`config.mk`:
```
export PLATFORM = sky130hd
export DESIGN_NAME = cycle_delay_latch
export DESIGN_NICKNAME = d
export VERILOG_FILES = /design/src/rtl/cycfsm_pkg.sv /design/src/rtl/dly_counter.sv /design/src/rtl/cycle_delay_latch.sv
export SDC_FILE = /design/constraint.sdc
export NUM_CORES = 1
export LEC_CHECK = 0
export BUFFER_PORTS_ARGS = -buffer_cell sky130_fd_sc_hd__buf_2
export CORE_MARGIN = 2
export CORE_UTILIZATION = 30
export DETAILED_ROUTE_END_ITERATION = 12
export PLACE_DENSITY = 0.57
export RECOVER_POWER = 25
export SYNTH_ARGS = -nofsm -noshare
export SYNTH_HDL_FRONTEND = slang
export SYNTH_SLANG_ARGS = --single-unit
```
`constraint.sdc`:
```
create_clock -name CK -period 1.7 [get_ports CK]
set_input_delay 0 -clock CK [delete_from_list [all_inputs] [get_ports CK]]
set_output_delay 0 -clock CK [all_outputs]
set_load 0.02 [all_outputs]
```
`src/rtl/cycfsm_pkg.sv`:
```
// rtl/cycfsm_pkg.sv - shared delay-code constants and delay-count type for the cycle FSM blocks
package cycfsm_pkg;

    // 2-bit delay count, shared with the cycle-FSM block
    typedef logic [1:0] dly_cnt_t;

    // Microcode delay-field codes
    localparam dly_cnt_t DLY_NONE = 2'd0;
    localparam dly_cnt_t DLY_1    = 2'd1;
    localparam dly_cnt_t DLY_2    = 2'd2;
    localparam dly_cnt_t DLY_3    = 2'd3;

endpackage

```
`src/rtl/dly_counter.sv`:
```
// rtl/dly_counter.sv - 2-bit loadable saturating down-counter
//
// Ports:
//   clk        - clock, rising edge
//   rst        - synchronous active-high reset, clears count
//   load       - load load_value (wins over enable)
//   load_value - value to load
//   enable     - decrement by one when count is non-zero
//   count      - current count
module dly_counter
    import cycfsm_pkg::*;
(
    input  logic     clk,
    input  logic     rst,
    input  logic     load,
    input  dly_cnt_t load_value,
    input  logic     enable,
    output dly_cnt_t count
);

    always_ff @(posedge clk) begin
        if (rst) begin
            count <= DLY_NONE;
        end else if (load) begin
            count <= load_value;
        end else if (enable && (count != DLY_NONE)) begin
            // Saturate at zero: no wrap to 3
            count <= count - 2'd1;
        end
    end

endmodule

```
`src/rtl/cycle_delay_latch.sv`:
```
// rtl/cycle_delay_latch.sv - latches microcode delay/short/slow fields at cycle end and counts terminated cycles
//
// Ports:
//   CK      - clock, all state changes on rising edge
//   MR      - synchronous active-high master reset
//   TERM_n  - low: current cycle ends at this edge, load the fields
//   CSDELAY - delay code for the next cycle (0..3)
//   CSSHORT - short-cycle request
//   CSSLOW  - slow-cycle request (wins over short)
//   STALL   - freezes the delay countdown while high
//   DLY0_n  - low while delay count >= 1
//   DLY1_n  - low while delay count >= 2
//   SHORT_n - latched short flag, active-low
//   SLOW_n  - latched slow flag, active-low
//   TERMCNT - wrapping count of terminated cycles
module cycle_delay_latch
    import cycfsm_pkg::*;
(
    input  logic       CK,
    input  logic       MR,
    input  logic       TERM_n,
    input  logic [1:0] CSDELAY,
    input  logic       CSSHORT,
    input  logic       CSSLOW,
    input  logic       STALL,
    output logic       DLY0_n,
    output logic       DLY1_n,
    output logic       SHORT_n,
    output logic       SLOW_n,
    output logic [7:0] TERMCNT
);

    dly_cnt_t   cnt;
    logic       short_q;
    logic       slow_q;
    logic [7:0] term_count;

    dly_counter u_dly_counter (
        .clk        (CK),
        .rst        (MR),
        .load       (~TERM_n),
        .load_value (CSDELAY),
        .enable     (~STALL),
        .count      (cnt)
    );

    always_ff @(posedge CK) begin
        if (MR) begin
            short_q    <= 1'b0;
            slow_q     <= 1'b0;
            term_count <= 8'd0;
        end else if (!TERM_n) begin
            // Slow overrides short when both are requested
            short_q    <= CSSHORT & ~CSSLOW;
            slow_q     <= CSSLOW;
            term_count <= term_count + 8'd1;
        end
    end

    // Outputs decode registered state only
    assign DLY0_n  = ~(cnt != DLY_NONE);
    assign DLY1_n  = ~(cnt >= DLY_2);
    assign SHORT_n = ~short_q;
    assign SLOW_n  = ~slow_q;
    assign TERMCNT = term_count;

endmodule
```
==> results of run 1 <==
-- worst min-delay path by stage --
stage	endpoint	slack, ns	cells past startpoint
after floorplan	slow_q	0.14	2
after global routing	u_dly_counter.count[0]	0.04	3
after global placement	short_q	0.24	3
final	u_dly_counter.count[0]	0.02	3
after CTS	u_dly_counter.count[0]	0.01	3
after detailed placement	short_q	0.24	3
-- per-stage QoR --
step | area [µm²] | cells | util [%] | worst slack (ns) | hold slack (ns)
2_1_floorplan | 558 | 63 | - | 0.316 | 0.144
3_3_place_gp | 676 | 105 | 38.7 | 0.451 | 0.236
3_5_place_dp | 676 | 105 | 38.7 | 0.388 | 0.240
4_1_cts | 728 | 111 | 41.7 | 0.364 | 0.0120
5_1_grt | 723 | 111 | 41.4 | 0.248 | 0.0373
6_report | 723 | 111 | 41.4 | 0.368 | 0.0176
-- critical path: stages, from the launching register on --
cell and delay, ns:
dfxtp_1 0.41, ha_1 0.19, nand4b_1 0.16, or3_1 0.37, a21oi_1 0.14
-- cell type report --
cell class	instances	area (µm²)
Tap cell	25	31.3
Multi-Input combinational cell	45	294
Timing Repair Buffer	22	120
Fill cell	189	1020
Inverter	4	15.0
Sequential cell	12	240
Clock buffer	3	22.5
-- Yosys cell counts --
cell type	count	area share (%)
o21bai_1	1	1.3
nand2_1	2	1.3
ha_1	3	6.7
nor2_1	13	8.7
dfxtp_1	12	43
nor4_1	1	1.1
a21oi_1	1	0.90
or4_1	1	1.3
a31oi_1	1	1.1
mux2i_1	2	3.6
buf_1	1	0.67
nand3b_1	1	1.3
xor2_1	3	4.7
nand2b_1	3	3.4
xnor2_1	2	3.1
or3_1	1	1.1
inv_1	4	2.7
nand4_1	1	1.1
a211oi_1	1	1.3
a22oi_1	1	1.3
buf_2	1	0.90
o211ai_1	1	1.3
nand4b_1	3	4.7
o21ai_0	2	1.8
nor2b_1	1	1.1
-- state kept, by name, indices dropped and copies added, names as in the netlist --
name                 cells
short_q                  1
TERMCNT                  8
slow_q                   1
u_dly_counter.count      2
-- metal layers --
metal,vias to the layer above,GRT usage [%],routed length [µm]
li1,264,-,-
met1,224,14.8,524
met2,12,18.4,476
met3,2,3.46,50
met4,0,5.00,10
met5,-,0,0
-- cells by family (layout without fill, tap and decap cells) --
family,Yosys count,after routing
AO/OA/AOI/OAI,8,8
XOR/XNOR,5,5
adder cells (fa/ha/maj),3,3
buffers and inverters,6,29
flip-flops,12,12
multiplexers,2,2
AND/OR/NAND/NOR,27,27
-- power by group --
group / internal, mW / switching [mW]
registers: 0.292 / 0.0112
logic: 0.0398 / 0.0495
clock network: 0.0816 / 0.0823
-- what timing repair did --
action,CTS,global route
endpoints found under the hold margin,3,0
setup buffers,0,0
hold buffers,3,0
gates resized for setup,0,0
==> flow_summary.ini, run 1 <==
[global_route]
grt_max_degree = 15
antenna_found_initial = 0
grt_pass1_wl_mm = 1.78
first_global_vias = 412
grt_overflow_total = 0
grt_usage_pct = 11.6

[synthesis]
syn_inst = 63
ys_warn_count = 0
ys_ff_latch = 12
yosysUniqueCellTypes = 25
synth_compound_area_share_pct = 9.19
avgSynthCellArea_um2 = 8.86
synth_top_family_by_area = simple AND/OR/NAND/NOR gates
synth_xor_area_share_pct = 7.85
syn_nets = 74
synth_seq_area_share_pct = 43.0
synthAdderAreaFrac_pct = 6.73
syn_area_um2 = 558
muxShareOfSynthArea_pct = 3.59
yosys.area_share.simple_pct = 25.3

[timing]
timing.fmax_mhz = 750
fin_worst_skew_ns = 0.000499
tns_ns = 0
period_minus_slack_ns = 1.33
tightest_slew_ns = 0.243
setup-violations-final = 0
period_share_pct = 78.4
hold_viol = 0
maxSlewHeadroom_pct = 83.8
rsz0062_at_grt = false
finalMaxSlewViolations = 0

[clock_tree]
clk_latency_ns = 0.26
numCtsBuffers = 3
cts-root-buf = clkbuf_4
cts_tree = built
cts_max_level = 1
cts.sinks = 12
clk_pin_slew_ns = 0.07
cts_buffer_depth = 2

[critical_path]
end_kind = register
rrSetupSlack_ns = 0.37
rr_startpoint = TERMCNT[0]
startpoint = TERMCNT[0]
r2r_cells = 4
worstPathMaxFanout = 5
cp-endpoint = TERMCNT[6]
required_ns = 1.89
crit_arrival_ns = 1.53
worstSetupPathType = register to register
r2r_end = TERMCNT[6]
cp-start-kind = register

[power_and_ir_drop]
leakage_nw = 0.299
p_per_area_nw_per_um2 = 770
ir_drop_uv = 491
total_power_mw = 0.557

[route]
wl_per_cell_um = 9.57
ant_nets = 0
vias = 502
drt_pass1_iterations = 2
post_drt_via_cell_ratio = 4.52
drt_wl_total_mm = 1.06
drc = 0
drtIter0Drc = 3

[floorplanning]
die_area_um2 = 2220
die_y_um = 47.1
die_w_um = 47.1
num_io_pins = 20
core_um2 = 1750
rows = 15
start_util_pct = 32.0

[flow_run]
cap_violations = 0

[cells_and_area]
drive_gt1_share_pct = 20.9
area_growth_pct = 29.6
most-common-layout-cells = 15 x buf_2, 13 x nor2_1, 12 x dfxtp_1
n_antenna_cell = 0
fin_nets = 99
final_common_cell = buf_2

[min_path]
holdCritPathClass = input port to register
hold_start = CSDELAY[0]

[placed_design]
portBuffers = 19
dpl.hpwl_um = 792
place.gp.congestion = 0.706

[outcome]
status = finished, final reports clean
(Power assumes the default switching activity.)
==> inputs of run 2 (changes only) <==
Clock period 1.7 ns to 1.38 ns, I/O delays scaled along.
==> run 2 against run 1 <==
Against the previous run:
- sequential power up 23%
- via count up 0.20%
- clock-buffer cell count up 1
- flip-flop and latch count unchanged
- die area unchanged
- setup slack worse by 0.25 ns
- clock skew up 0.0012 ns
- critical endpoint unchanged
- register-to-register slack worse by 0.25 ns
- worst hold slack better by 0.037 ns
- cell count up 2.7%
==> flow_summary.ini, run 2 (synthesized netlist as in run 1, its figures left out) <==
[critical_path]
required_ns = 1.59
cpMaxStageDelayCell = dfxtp_2
worstSetupPathType = register to register
worstPathMaxFanout = 5
worstPathCellList = ha_1 > nand4b_1 > or3_1 > a21oi_1
end_kind = register
r2r_end = TERMCNT[6]
cp-start-kind = register
crit_buf_inv = 0
rrSetupSlack_ns = 0.12
crit_arrival_ns = 1.47
crit_family = simple AND/OR/NAND/NOR gates
slowest_delay_ns = 0.37
r2r_cells = 4
rr_startpoint = TERMCNT[0]

[global_route]
grt_usage_pct = 12.8
first_global_vias = 448
grt_pass1_wl_mm = 1.93
gr-max-usage-layer = met2
grt_max_degree = 15
antenna_found_initial = 0
groute.layer.met2.usage_pct = 19.7
grt_overflow_total = 0
use_met3_pct = 3.46
grt.met1_usage_pct = 15.0

[timing]
maxSlewHeadroom_pct = 83.0
hold_viol = 0
timing.fmax_mhz = 792
fin_worst_skew_ns = 0.00172
whs_ns = 0.0551
finalMaxSlewViolations = 0
period_share_pct = 91.5
period_minus_slack_ns = 1.26
setup-violations-final = 0
rsz0062_at_grt = false
tightest_slew_ns = 0.256
tns_ns = 0

[power_and_ir_drop]
power_switching_mw = 0.204
ir_drop_uv = 375
leakage_nw = 0.317
power_switching_share_pct = 26.2
internal_power_mw = 0.574
p_per_area_nw_per_um2 = 1030
power_frac_seq_pct = 48.2
total_power_mw = 0.778
power.share.clock_pct = 36.7
power_frac_comb_pct = 15.1

[floorplanning]
num_io_pins = 20
die_y_um = 47.1
die_area_um2 = 2220
die_w_um = 47.1
rows = 15
core_um2 = 1750
start_util_pct = 32.0

[route]
drc = 0
drtIter0Drc = 6
drt_pass1_iterations = 4
vias = 503
drt_wl_total_mm = 1.24
wl_per_cell_um = 10.9
post_drt_via_cell_ratio = 4.41
ant_nets = 0

[clock_tree]
cts-root-buf = clkbuf_4
cts_tree = built
clk_latency_ns = 0.27
clk_pin_slew_ns = 0.08
cts_post_setup_buffers_inserted = 0
cts_buffer_depth = 2
cts.sinks = 12
cts_max_level = 1
numCtsBuffers = 3

[placed_design]
portBuffers = 19
place.gp.congestion = 0.742
dpl.hpwl_um = 891
dpl_cell_area_um2 = 684
dp_cells = 106

[cells_and_area]
n_antenna_cell = 0
largest_reg_flops = 8
design_area_um2 = 758
most-common-layout-cells = 16 x buf_2, 13 x nor2_1, 10 x dfxtp_1
final_common_cell = buf_2
drive_gt1_share_pct = 25.8
fin_nets = 101
final_cells = 114
area_growth_pct = 35.9
fill_cells = 191

[outcome]
status = finished, final reports clean

[min_path]
holdCritPathClass = input port to register
hold_start = MR
whs_path_depth = 2
min_to = TERMCNT[2]

[flow_run]
cap_violations = 0
-- run 2: how the worst max path moves through the flow --
stage               startpoint    endpoint  slack (ns)  depth (start not counted)
CTS                 TERMCNT[1]  TERMCNT[6]        0.06                          4
floorplan           TERMCNT[1]  TERMCNT[6]       0.009                          4
finish              TERMCNT[0]  TERMCNT[6]        0.12                          4
detailed placement  TERMCNT[1]  TERMCNT[6]        0.08                          4
global placement    TERMCNT[1]  TERMCNT[6]        0.14                          4
global route        TERMCNT[0]  TERMCNT[6]       0.005                          4
-- run 2: cell type report --
class,instances,area [µm²],share of cell area [%]
clock buffer,4,36.3,4.79
sequential,12,243,32.0
multi-input combinational,45,294,38.8
tap,25,31.3,4.13
inverter,4,15.0,1.98
timing repair buffer,24,139,18.3
-- run 2: layer usage --
layer | part of all wire (%) | wire (µm) | vias up
li1 | - | - | 270
met1 | 48 | 591 | 226
met2 | 49 | 602 | 5
met3 | 2.3 | 28 | 2
met4 | 1.5 | 19 | 0
met5 | 0 | 0 | -
-- run 2: per-stage QoR --
step	util, %	setup WS [ns]
after floorplan	-	0.00926
after global placement	39.2	0.139
after detailed placement	39.2	0.0819
after CTS	43.0	0.0614
after global routing	43.4	0.00532
final	43.4	0.117
-- run 2: repair_timing --
action / in CTS / in global routing
gates resized for setup: 0 / 1
hold endpoints to repair: 3 / 1
endpoints found under the setup margin: 0 / 1
hold buffers: 3 / 1
-- run 2: power groups by stage --
stage	Sequential [mW]	Combinational [mW]	Clock, mW
2_1_floorplan	0.388	0.0651	0
3_3_place_gp	0.381	0.106	0
3_5_place_dp	0.383	0.109	0
4_1_cts	0.374	0.117	0.296
5_1_grt	0.377	0.128	0.314
6_report	0.375	0.117	0.286
==> inputs of run 3 (changes only) <==
Settings changed: CORE_AREA set to 2 2 39 41, CORE_MARGIN 2 to unset, CORE_UTILIZATION 30 to unset, CTS_CLUSTER_DIAMETER set to 40, CTS_CLUSTER_SIZE set to 24, DIE_AREA set to 0 0 41 43, PLACE_DENSITY 0.57 to 0.73.
==> run 3 against run 2 <==
Against the previous run:
- routed wire length shrank 17%
- critical path depth is the same
- clock power shrank 31%
- worst hold slack lost 0.054 ns
- sequential share of layout area grew 2.5 points
- largest power group unchanged
- critical endpoint unchanged
- register-to-register slack is essentially flat
- global-route usage grew 1.2 points
- via count shrank 1.2%
- flip-flop and latch count is the same
- highest routed layer unchanged
- first-iteration DRC count shrank 67%
- setup slack gained 0.0031 ns
- cell area shrank 7.3%
==> flow_summary.ini, run 3 (synthesized netlist as in run 1, its figures left out) <==
[floorplanning]
die_w_um = 41
die_area_um2 = 1760
start_util_pct = 40.3
rows = 14
core_um2 = 1380
num_io_pins = 20
die_y_um = 43

[timing]
fin_ws_ns = 0.120
tightest_slew_ns = 0.243
fin_worst_skew_ns = 0.00408
period_share_pct = 91.3
setup-violations-final = 0
finalMaxSlewViolations = 0
tns_ns = 0
period_minus_slack_ns = 1.26
maxSlewHeadroom_pct = 83.8
timing.fmax_mhz = 794
hold_viol = 0
rsz0062_at_grt = false

[placed_design]
dpl.hpwl_um = 802
dp_cells = 97
portBuffers = 19
place.gp.congestion = 0.713
dp_slack_ns = 0.0718

[route]
drtIter0Drc = 2
ant_nets = 0
drc = 0
drt_wl_total_mm = 1.03
post_drt_via_cell_ratio = 4.92
drt_pass1_iterations = 4
vias = 497
wl_per_cell_um = 10.2

[cells_and_area]
n_antenna_cell = 0
fill_cells = 140
postLayoutCoreUtil_pct = 50.8
final_common_cell = buf_2
drive_gt1_share_pct = 25.9
final_cells = 101
largest_reg_flops = 8
fin_nets = 98
area_growth_pct = 26.0
most-common-layout-cells = 16 x buf_2, 13 x nor2_1, 10 x dfxtp_1

[clock_tree]
cts_buffer_depth = 2
cts_max_level = 1
cts_tree = built
numCtsBuffers = 3
clk_pin_slew_ns = 0.07
clk_latency_ns = 0.26
cts_post_setup_buffers_inserted = 0
cts-root-buf = clkbuf_4
cts.sinks = 12

[critical_path]
worstSetupPathType = register to register
slowest_delay_ns = 0.37
crit_arrival_ns = 1.45
end_kind = register
worstPathCellList = ha_1 > nand4b_1 > or3_1 > a21oi_1
crit_buf_inv = 0
crit_family = simple AND/OR/NAND/NOR gates
worstPathMaxFanout = 5
cpMaxStageDelayCell = dfxtp_2
required_ns = 1.57
cp-start-kind = register
rrSetupSlack_ns = 0.12

[min_path]
holdCritPathClass = input port to register

[global_route]
grt_pass1_wl_mm = 1.71
grt_max_degree = 15
grt_usage_pct = 14.0
antenna_found_initial = 0
first_global_vias = 424
grt_overflow_total = 0

[power_and_ir_drop]
p_per_area_nw_per_um2 = 966
ir_drop_uv = 557
leakage_nw = 0.298

[outcome]
status = finished, final reports clean

[flow_run]
cap_violations = 0
==> run 3: tightest hold or removal path, cell delays in order <==
cell and delay [ns]:
buf_2 0.09, mux2i_1 0.06, nor2_1 0.08
==> run 3: per-layer routing <==
metal	wire, µm	GRT usage, %	part of all wire (%)
met5	0	0	0
met1	489	19.3	48
met2	445	19.4	43
met4	11	8.00	1.1
met3	79	3.14	7.7
==> run 3: worst paths after layout <==
check | startpoint | endpoint | cells past startpoint
setup / recovery | TERMCNT[0] | TERMCNT[6] | 4
hold / removal | CSSLOW | slow_q | 3
setup reg to reg | TERMCNT[0] | TERMCNT[6] | 4
hold reg to reg | TERMCNT[7] | TERMCNT[7] | 2
==> run 3: report_power, final <==
group	switching, mW	internal (mW)
logic	0.0604	0.0457
clock network	0.0981	0.100
registers	0.0134	0.362
==> run 3: timing repair <==
action,in CTS,in global routing
resized for setup,0,1
endpoints found under the setup margin,0,1
hold buffers,1,0
hold endpoints to repair,1,0
==> run 3: per-stage QoR <==
step                      total power, mW  hold slack [ns]  cell area (µm²)
after floorplan                     0.453            0.144              559
after global placement              0.486            0.234              673
after detailed placement            0.488            0.243              673
after CTS                           0.692        0.0000828              706
after global routing                0.721           0.0127              703
final                               0.680         0.000904              703
==> run 3: area by class of cell <==
class | instances | area [µm²] | area share [%]
clock buffers | 3 | 22.5 | 3.20
inverters | 4 | 15.0 | 2.14
multi-input cells | 45 | 294 | 41.8
flip-flops and latches | 12 | 243 | 34.5
well taps | 16 | 20.0 | 2.85
repair buffers | 21 | 109 | 15.5
